$ cat config.mk
export PLATFORM = sky130hd
export DESIGN_NAME = bc_sched
export DESIGN_NICKNAME = d
export VERILOG_FILES = /design/src/rtl/bc_pkg.sv /design/src/rtl/bc_sched_rr3.sv /design/src/rtl/bc_sched.sv
export SDC_FILE = /design/constraint.sdc
export NUM_CORES = 1
export LEC_CHECK = 0
export ABC_AREA = 0
export CORE_MARGIN = 2
export CORE_UTILIZATION = 47
export DETAILED_ROUTE_END_ITERATION = 10
export PLACE_DENSITY = 0.81
export SLEW_MARGIN = 10
export SYNTH_ARGS = -nofsm -noshare
export SYNTH_HDL_FRONTEND = slang
export SYNTH_SLANG_ARGS = --single-unit
$ cat constraint.sdc
create_clock -name clk_dcd -period 4.4 [get_ports clk_dcd]
set_input_delay 1.1 -clock clk_dcd [delete_from_list [all_inputs] [get_ports clk_dcd]]
set_output_delay 1.1 -clock clk_dcd [all_outputs]
set_load 0.03 [all_outputs]
$ cat src/rtl/bc_pkg.sv
// bc_pkg: shared encodings and helpers for the bus scheduler.
// Holds DRR/bus select codes, bus-slot owner codes and round-robin index math.
package bc_pkg;

    // Round-robin index over the three DRR sources: 0 dg, 1 ps, 2 xb.
    typedef logic [1:0] rr_idx_t;

    // DRR mux select (ps_bc_drr_sclt).
    localparam logic [1:0] DRR_DG   = 2'b00;
    localparam logic [1:0] DRR_PS   = 2'b01;
    localparam logic [1:0] DRR_XB   = 2'b10;
    localparam logic [1:0] DRR_NONE = 2'b11;

    // Bus select (ps_bc_di_sclt).
    localparam logic [1:0] DI_DM   = 2'b00;
    localparam logic [1:0] DI_PDR  = 2'b01;
    localparam logic [1:0] DI_IMM  = 2'b10;
    localparam logic [1:0] DI_IDLE = 2'b11;

    // Bus slot owner (bc_src).
    localparam logic [2:0] SRC_NONE = 3'd0;
    localparam logic [2:0] SRC_DG   = 3'd1;
    localparam logic [2:0] SRC_PS   = 3'd2;
    localparam logic [2:0] SRC_XB   = 3'd3;
    localparam logic [2:0] SRC_DM   = 3'd4;
    localparam logic [2:0] SRC_IMM  = 3'd5;

    // (a + b) mod 3 for indices in 0..2.
    function automatic rr_idx_t rr_add(input rr_idx_t a, input rr_idx_t b);
        logic [2:0] s;
        s = {1'b0, a} + {1'b0, b};
        if (s >= 3'd3) begin
            s = s - 3'd3;
        end
        return s[1:0];
    endfunction

    // Source following idx in the order dg -> ps -> xb -> dg.
    function automatic rr_idx_t rr_next(input rr_idx_t idx);
        return (idx == 2'd2) ? 2'd0 : idx + 2'd1;
    endfunction

    // DRR index to bus slot owner code.
    function automatic logic [2:0] rr_to_src(input rr_idx_t idx);
        return {1'b0, idx} + 3'd1;
    endfunction

endpackage

$ cat src/rtl/bc_sched_rr3.sv
// bc_rr3: 3-way round-robin picker starting the search at ptr.
// Ports: req[2:0], ptr, en in; one-hot gnt[2:0] and next_ptr out.
module bc_rr3
    import bc_pkg::*;
(
    input  logic [2:0] req,
    input  logic [1:0] ptr,
    input  logic       en,
    output logic [2:0] gnt,
    output logic [1:0] next_ptr
);

    // rot[k] is the request of source (ptr + k) mod 3.
    logic [2:0] rot;
    logic [1:0] off;
    rr_idx_t    sel;

    always_comb begin
        unique case (ptr)
            2'd1:    rot = {req[0], req[2], req[1]};
            2'd2:    rot = {req[1], req[0], req[2]};
            default: rot = req;
        endcase
    end

    always_comb begin
        off = 2'd2;
        if (rot[0]) begin
            off = 2'd0;
        end else if (rot[1]) begin
            off = 2'd1;
        end
    end

    assign sel = rr_add((ptr == 2'd3) ? 2'd0 : ptr, off);

    always_comb begin
        gnt      = 3'b000;
        next_ptr = ptr;
        if (en && (|req)) begin
            unique case (sel)
                2'd0:    gnt = 3'b001;
                2'd1:    gnt = 3'b010;
                default: gnt = 3'b100;
            endcase
            next_ptr = rr_next(sel);
        end
    end

endmodule

$ cat src/rtl/bc_sched.sv
// bc_sched: bus slot scheduler for the universal data bus connect.
// Ports: clk_dcd, rst_n, bc_hold, five requests in; five grants, drr/di selects, bc_vld, bc_src out.
module bc_sched
    import bc_pkg::*;
#(
    parameter int MAX_WAIT = 4,
    parameter int WAIT_W   = 3
) (
    input  logic       clk_dcd,
    input  logic       rst_n,
    input  logic       bc_hold,
    input  logic       dg_req,
    input  logic       ps_req,
    input  logic       xb_req,
    input  logic       dm_req,
    input  logic       imm_req,
    output logic       dg_gnt,
    output logic       ps_gnt,
    output logic       xb_gnt,
    output logic       dm_gnt,
    output logic       imm_gnt,
    output logic [1:0] ps_bc_drr_sclt,
    output logic [1:0] ps_bc_di_sclt,
    output logic       bc_vld,
    output logic [2:0] bc_src
);

    localparam logic [WAIT_W-1:0] WAIT_MAX = WAIT_W'(MAX_WAIT);

    logic              pdr_vld;
    logic [2:0]        pdr_src;
    logic [1:0]        rr_ptr;
    logic [WAIT_W-1:0] wait_cnt;

    logic       dm_win;
    logic       imm_win;
    logic       dir_gnt;
    logic       dir_req;
    logic       starved;
    logic       inhibit;
    logic       drr_en;
    logic       drr_hit;
    logic [2:0] drr_req;
    logic [2:0] drr_gnt;
    logic [1:0] next_ptr;
    rr_idx_t    drr_idx;

    // Direct sources only get a slot that PDR has not already claimed.
    assign dm_win  = !pdr_vld && !bc_hold && dm_req;
    assign imm_win = !pdr_vld && !bc_hold && !dm_req && imm_req;
    assign dir_gnt = dm_win || imm_win;
    assign dir_req = dm_req || imm_req;

    // Inhibiting DRR frees the next slot. Once a direct source takes the
    // freed slot, DRR may refill the one after it.
    assign starved = (wait_cnt >= WAIT_MAX);
    assign inhibit = starved && !dir_gnt;
    assign drr_en  = !bc_hold && !inhibit;
    assign drr_req = {xb_req, ps_req, dg_req};

    bc_rr3 u_rr3 (
        .req      (drr_req),
        .ptr      (rr_ptr),
        .en       (drr_en),
        .gnt      (drr_gnt),
        .next_ptr (next_ptr)
    );

    assign drr_hit = |drr_gnt;

    always_comb begin
        drr_idx = 2'd0;
        unique case (1'b1)
            drr_gnt[1]: drr_idx = 2'd1;
            drr_gnt[2]: drr_idx = 2'd2;
            default:    drr_idx = 2'd0;
        endcase
    end

    // Outputs are forced quiet while reset is held low.
    always_comb begin
        dg_gnt         = 1'b0;
        ps_gnt         = 1'b0;
        xb_gnt         = 1'b0;
        dm_gnt         = 1'b0;
        imm_gnt        = 1'b0;
        ps_bc_drr_sclt = DRR_NONE;
        ps_bc_di_sclt  = DI_IDLE;
        bc_vld         = 1'b0;
        bc_src         = SRC_NONE;
        if (rst_n) begin
            dg_gnt  = drr_gnt[0];
            ps_gnt  = drr_gnt[1];
            xb_gnt  = drr_gnt[2];
            dm_gnt  = dm_win;
            imm_gnt = imm_win;
            if (drr_hit) begin
                ps_bc_drr_sclt = drr_idx;
            end
            if (pdr_vld) begin
                ps_bc_di_sclt = DI_PDR;
                bc_vld        = 1'b1;
                bc_src        = pdr_src;
            end else if (dm_win) begin
                ps_bc_di_sclt = DI_DM;
                bc_vld        = 1'b1;
                bc_src        = SRC_DM;
            end else if (imm_win) begin
                ps_bc_di_sclt = DI_IMM;
                bc_vld        = 1'b1;
                bc_src        = SRC_IMM;
            end
        end
    end

    always_ff @(posedge clk_dcd) begin
        if (!rst_n) begin
            pdr_vld  <= 1'b0;
            pdr_src  <= SRC_NONE;
            rr_ptr   <= 2'd0;
            wait_cnt <= '0;
        end else begin
            pdr_vld <= drr_hit;
            pdr_src <= drr_hit ? rr_to_src(drr_idx) : SRC_NONE;
            if (drr_hit) begin
                rr_ptr <= next_ptr;
            end
            // Counts only while a direct request is pending and unserved.
            if (dir_gnt || !dir_req) begin
                wait_cnt <= '0;
            end else if (wait_cnt != '1) begin
                wait_cnt <= wait_cnt + 1'b1;
            end
        end
    end

endmodule

==> Word-level counts from Yosys, hierarchy flattened <==
Index checks and enable logic that the tools add are counted.
{ "totals": {"inputBits": 8, "reg_bits": 9, "wordCells": 68, "out_inout_bits": 13} }
{ "classes": {"muxes": 28, "n_lt_le_gt_ge": 2, "bitwise_logic": 1, "n_reduce_logical": 22, "add_sub_neg": 5, "eq_ne": 6} }
{ "op_table": {"columns": ["cell", "n"], "rows": [
  ["2-bit two-way mux", 10],
  ["3-bit two-way mux", 5],
  ["1-bit two-way mux", 10],
  ["2-bit case mux with 2 select lines", 2],
  ["1-bit logical AND", 7],
  ["2-bit equality test (second input constant)", 3],
  ["1-bit logical NOT", 6],
  ["3-bit case mux with 2 select lines", 1],
  ["3-bit OR reduction", 2],
  ["2-bit by 1-bit equality test with 1-bit output (second input constant)", 2],
  ["2-bit AND reduction", 2],
  ["2-bit by 1-bit adder with 3-bit output (second input constant)", 1],
  ["2-bit by 2-bit adder with 3-bit output", 1],
  ["3-bit by 1-bit adder with 3-bit output (second input constant)", 1],
  ["3-bit by 2-bit >= comparator with 1-bit output (second input constant)", 1],
  ["3-bit >= comparator (second input constant)", 1],
  ["1-bit logical OR", 3],
  ["3-bit != test (second input constant)", 1],
  ["2-bit by 1-bit adder with 2-bit output (second input constant)", 1],
  ["2-bit logical NOT", 1],
  ["2-bit OR reduction", 1],
  ["2-bit subtractor (second input constant)", 1],
  ["1-bit NOT", 1]
]} }

==> Depth between registers and ports, before layout <==
{ "depth": {"depth_word": 14, "ltp_mapped": 15} }

==> Modules after synthesis <==
From an unflattened synthesis, not the netlist that was laid out.
{ "unflattened": {"hier_cells": 98, "hier_area_um2": 800.8} }
{ "by_module_without_submodules": {"columns": ["module", "area_each_um2", "cells_each", "seq_area_each_um2", "instances"], "rows": [
  ["bc_sched", 518.0, 61, 180.2, 1],
  ["bc_rr3", 282.8, 37, 0.0, 1]
]} }

==> Worst setup path before layout <==
OpenSTA, ideal clock, no wires.
{ "synth_path": {"path_type": "input port to output port", "startpoint": "input port xb_req", "endpoint": "output port ps_gnt", "t_arrival_ns": 3.319, "n_path_buf": 0, "required_ns": 3.300, "cell_stages": 11, "slack_ns": -0.019, "path_cell_list": "and3b_1 > o21ai_0 > o21ai_0 > ha_1 > inv_1 > fa_1 > inv_1 > ha_1 > and2b_2 > o31a_2 > nor2_1"} }
{ "synth_via": {"elab_chain_cells": 10, "word_cells_on_any_way": 14, "classes_between": "add/sub: 2; order compare: 1; eq/ne: 1; mux: 7; reduce/logical: 3"} }
{ "synth_rtl": {"columns": ["item", "line_no", "source"], "rows": [
  ["start, declared", "bc_sched.sv:14", "input logic xb_req,"],
  ["2-bit case mux with 2 select lines", "bc_sched_rr3.sv:19", "unique case (ptr)"],
  ["2-bit two-way mux", "bc_sched_rr3.sv:30", "end else if (rot[1]) begin"],
  ["2-bit two-way mux", "bc_sched_rr3.sv:28", "if (rot[0]) begin"],
  ["2-bit by 2-bit adder with 3-bit output", "bc_pkg.sv:31", "s = {1'b0, a} + {1'b0, b};"],
  ["3-bit by 2-bit >= comparator with 1-bit output or 2-bit subtractor (tied branches)", "bc_pkg.sv:32, bc_pkg.sv:33", null],
  ["2-bit two-way mux", "bc_pkg.sv:32", "if (s >= 3'd3) begin"],
  ["2-bit by 1-bit equality test with 1-bit output or 2-bit logical NOT (tied branches)", "bc_sched_rr3.sv:41", "unique case (sel)"],
  ["3-bit case mux with 2 select lines", "bc_sched_rr3.sv:41", null],
  ["3-bit two-way mux (*)", "bc_sched_rr3.sv:40", "if (en && (|req)) begin"],
  ["1-bit two-way mux (*)", "bc_sched.sv:91", "if (rst_n) begin"],
  ["end, declared", "bc_sched.sv:18", "output logic ps_gnt,"]
]} }
Every way passes the cells marked *; elsewhere a longest branch is shown, timed or not.

==> Final worst setup path <==
{ "layout_path": {"startpoint": "input port xb_req", "endpoint": "output port dg_gnt"} }
{ "layout_via": {"elab_chain_cells": 10, "word_cells_on_any_way": 14, "classes_between": "add/sub: 2; order compare: 1; eq/ne: 1; mux: 7; reduce/logical: 3"} }
{ "layout_rtl": {"columns": ["item", "line_no", "source"], "rows": [
  ["2-bit case mux with 2 select lines", "bc_sched_rr3.sv:19", null],
  ["2-bit two-way mux", "bc_sched_rr3.sv:30", null],
  ["2-bit two-way mux", "bc_sched_rr3.sv:28", null],
  ["2-bit by 2-bit adder with 3-bit output", "bc_pkg.sv:31", null],
  ["3-bit by 2-bit >= comparator with 1-bit output or 2-bit subtractor (tied branches)", "bc_pkg.sv:32, bc_pkg.sv:33", null],
  ["2-bit two-way mux", "bc_pkg.sv:32", null],
  ["2-bit by 1-bit equality test with 1-bit output or 2-bit logical NOT (tied branches)", "bc_sched_rr3.sv:41", null],
  ["3-bit case mux with 2 select lines", "bc_sched_rr3.sv:41", null],
  ["3-bit two-way mux (*)", "bc_sched_rr3.sv:40", null],
  ["1-bit two-way mux (*)", "bc_sched.sv:91", null],
  ["end, declared", "bc_sched.sv:17", "output logic dg_gnt,"]
]} }
Marked as above.

==> reports/qor.txt <==
share of cells above drive strength 1: 33.3%
number of synthesized flops with an enable pin: 0
post-DP HPWL: 1510 µm
final hold violation count: 0
maximum vdd drop: 0.520 mV
Total Wirelength: 1980 µm
hold crit path type: reg2reg
largest net degree at the start of global routing: 11
register area share after synthesis: 22.8%
crit-path max cell delay: 520 ps
1st-iter DRT viols: 12
Die ar.: 2020 µm²
FFs w/ async S/R, synth: 0%
Synth area leaders: dfxtp_1, ha_1, inv_1
synthesized area per cell: 8.58 µm²
Core Rows: 14
Placer Congestion: 0.716
die height: 45.0 µm
worst-path fanout max: 4
Final Skew: 12.4 ps
static leakage: 0.538 nW
Nets: 148
first-pass GRT wire length: 3290 µm
max cap viols: 0
Pwr Total: 0.000763 W
setup violators final: 1
I/O Buffers: 20
PwrDens: 644 nW/µm²
f_max: 226 MHz
area leader, netlist: dfxtp_1
top_reg_cell synth: dfxtp_1
area grow syn2layout: 50.2%
Placement Cell Area: 1070 µm²
CTS root buffer: clkbuf_4
Filler Cells Inserted: 114
slew margin rel.: 72.2%
CP max stage cell: fa_1
# hold bufs at CTS: 0
vias: 796
width of the die: 45.0 µm
max-slew violations: 0
WS Path Type: in2out
startpoint types: input pin
cell area after synthesis: 790 µm²
first-pass iteration count of the detailed router: 4
Period minus WS final: 4420 ps
Final period util: 100%
number of remaining DRC errors: 0
Num CTS Buffers: 3
outcome: finished with violations
Synth top area share: 22.8%
most common cell in the synthesized netlist: inv_1
initial antenna violation count: 0
Design Area, Final: 1190 µm²
DR vias/cell: 5.49
core area: 1540 µm²
failing checks: setup timing
CTS tree: yes
clk_lat worst skew: 270 ps
worst endpoint required time: 3300 ps
unrepaired setup endpoints after global routing: true
vias in the first global route: 782
DRT antenna net count: 0
Least-Margin Pin Slew: 417 ps
WHS: 521 ps
fin worst setup slack: -16.6 ps
clock transition at the registers of the reported paths: 70 ps
Clock Sinks: 9
WL/cell: 13.6 µm
most frequent cells after synthesis: inv_1, dfxtp_1, ha_1
H-tree levels: 1
Yosys Warn Count: 0
Ports: 21
Clock Path Buffers: 2
Syn Nets: 110
register bit total from synthesis: 9
CP endpoint kind: output port
pre-CTS setup slack: -518 ps
number of distinct library cells after synthesis: 35
GR Overflow Total: 0
post-route setup TNS: -16.6 ps
Post-Syn Instances: 92
Crit path arrival time: 3320 ps
CP Cell Sequence: buf_6, and3b_1, o21ai_1, o21ai_1, ha_2, inv_2, fa_1, inv_2, ha_4, nand3b_1, mux2i_2, nor2b_4, buf_6
ANT cells: 0
Tot GR Track Use: 22.1%
Initial Util: 51.2%
==> cell families after synthesis <==
kind of cell	count (synthesis)	share of synthesized area (%)
AO/OA/AOI/OAI	20	21.6
XOR/XNOR	1	1.11
adder cells (fa/ha/maj)	10	16.8
buffers and inverters	12	6.18
flip-flops	9	22.8
multiplexers	3	3.80
AND/OR/NAND/NOR	37	27.7
==> flip-flops by register name (all words and copies together) (netlist names) <==
register  cells
wait_cnt      3
rr_ptr        2
pdr_vld       1
pdr_src       3
==> through the flow <==
stage	std cells	util, %
finish	145	76.9
global route	145	76.9
CTS	144	76.2
detailed placement	137	69.2
global placement	137	69.2
floorplan	92	-
==> worst max-delay path: cells and delay by family <==
kind,cells,cell delay (ps)
compound gates,2,210
mux,1,240
fa+ha+maj,3,880
buf+inv,4,300
simple gates,3,570
==> timing repair <==
| action | 4_1_cts | 5_1_grt |
|---|---|---|
| buffers inserted | 3 | 1 |
| gates cloned | 0 | 0 |
| resized for setup | 30 | 3 |
| endpoints found under the setup margin | 5 | 5 |
| pin swaps | 6 | 2 |
==> layout by cell type (no fill, tap or decap), types with 2 or more instances in the layout <==
master / netlist / routed
nor2_1: 7 / 6
ha_1: 9 / 7
nand2_1: 4 / 4
o21ai_0: 5 / 2
and3_1: 6 / 6
buf_2: 0 / 2
o22ai_1: 2 / 2
buf_4: 1 / 14
dfxtp_1: 9 / 9
o311a_1: 2 / 2
nor2b_1: 4 / 3
mux2i_1: 3 / 2
o21ai_1: 0 / 3
nand3b_1: 2 / 2
and3b_1: 2 / 2
nor3_1: 2 / 2
nand2b_1: 3 / 2
clkbuf_4: 0 / 3
buf_6: 0 / 6
clkdlybuf4s50_1: 0 / 12
inv_1: 11 / 9
inv_2: 0 / 2
==> report_power, final <==
group | internal, W | switching [W]
Sequential | 0.0000946 | 0.00000951
Combinational | 0.000339 | 0.000256
Clock | 0.0000336 | 0.0000311
Total | 0.000467 | 0.000297
==> per-layer routing <==
metal / track usage (%) / vias to the layer above / wire, µm
met3: 6.40 / 0 / 68
met1: 25.7 / 381 / 839
li1: - / 404 / -
met5: 0 / - / 0
met2: 40.9 / 11 / 1070
met4: 2.35 / 0 / 0
==> cell type report <==
class	count	area [µm²]	area share (%)
clock buffers	3	22.5	1.90
clock inverters	1	5.00	0.422
inverters	11	41.3	3.48
multi-input cells	71	614	51.8
flip-flops and latches	9	180	15.2
well taps	16	20.0	1.69
repair buffers	34	303	25.5
==> worst paths after layout <==
kind	end	slack [ps]	startpoint	cells past startpoint
worst max register to register	pdr_src[1]$_SDFF_PN0_	870	rr_ptr[0]$_SDFFE_PN0P_	17
worst max-delay path	dg_gnt	-20	xb_req	13
worst min register to register	rr_ptr[1]$_SDFFE_PN0P_	520	rr_ptr[1]$_SDFFE_PN0P_	2
worst min-delay path	rr_ptr[1]$_SDFFE_PN0P_	520	rr_ptr[1]$_SDFFE_PN0P_	2
Power figures use the tool's default switching activity.
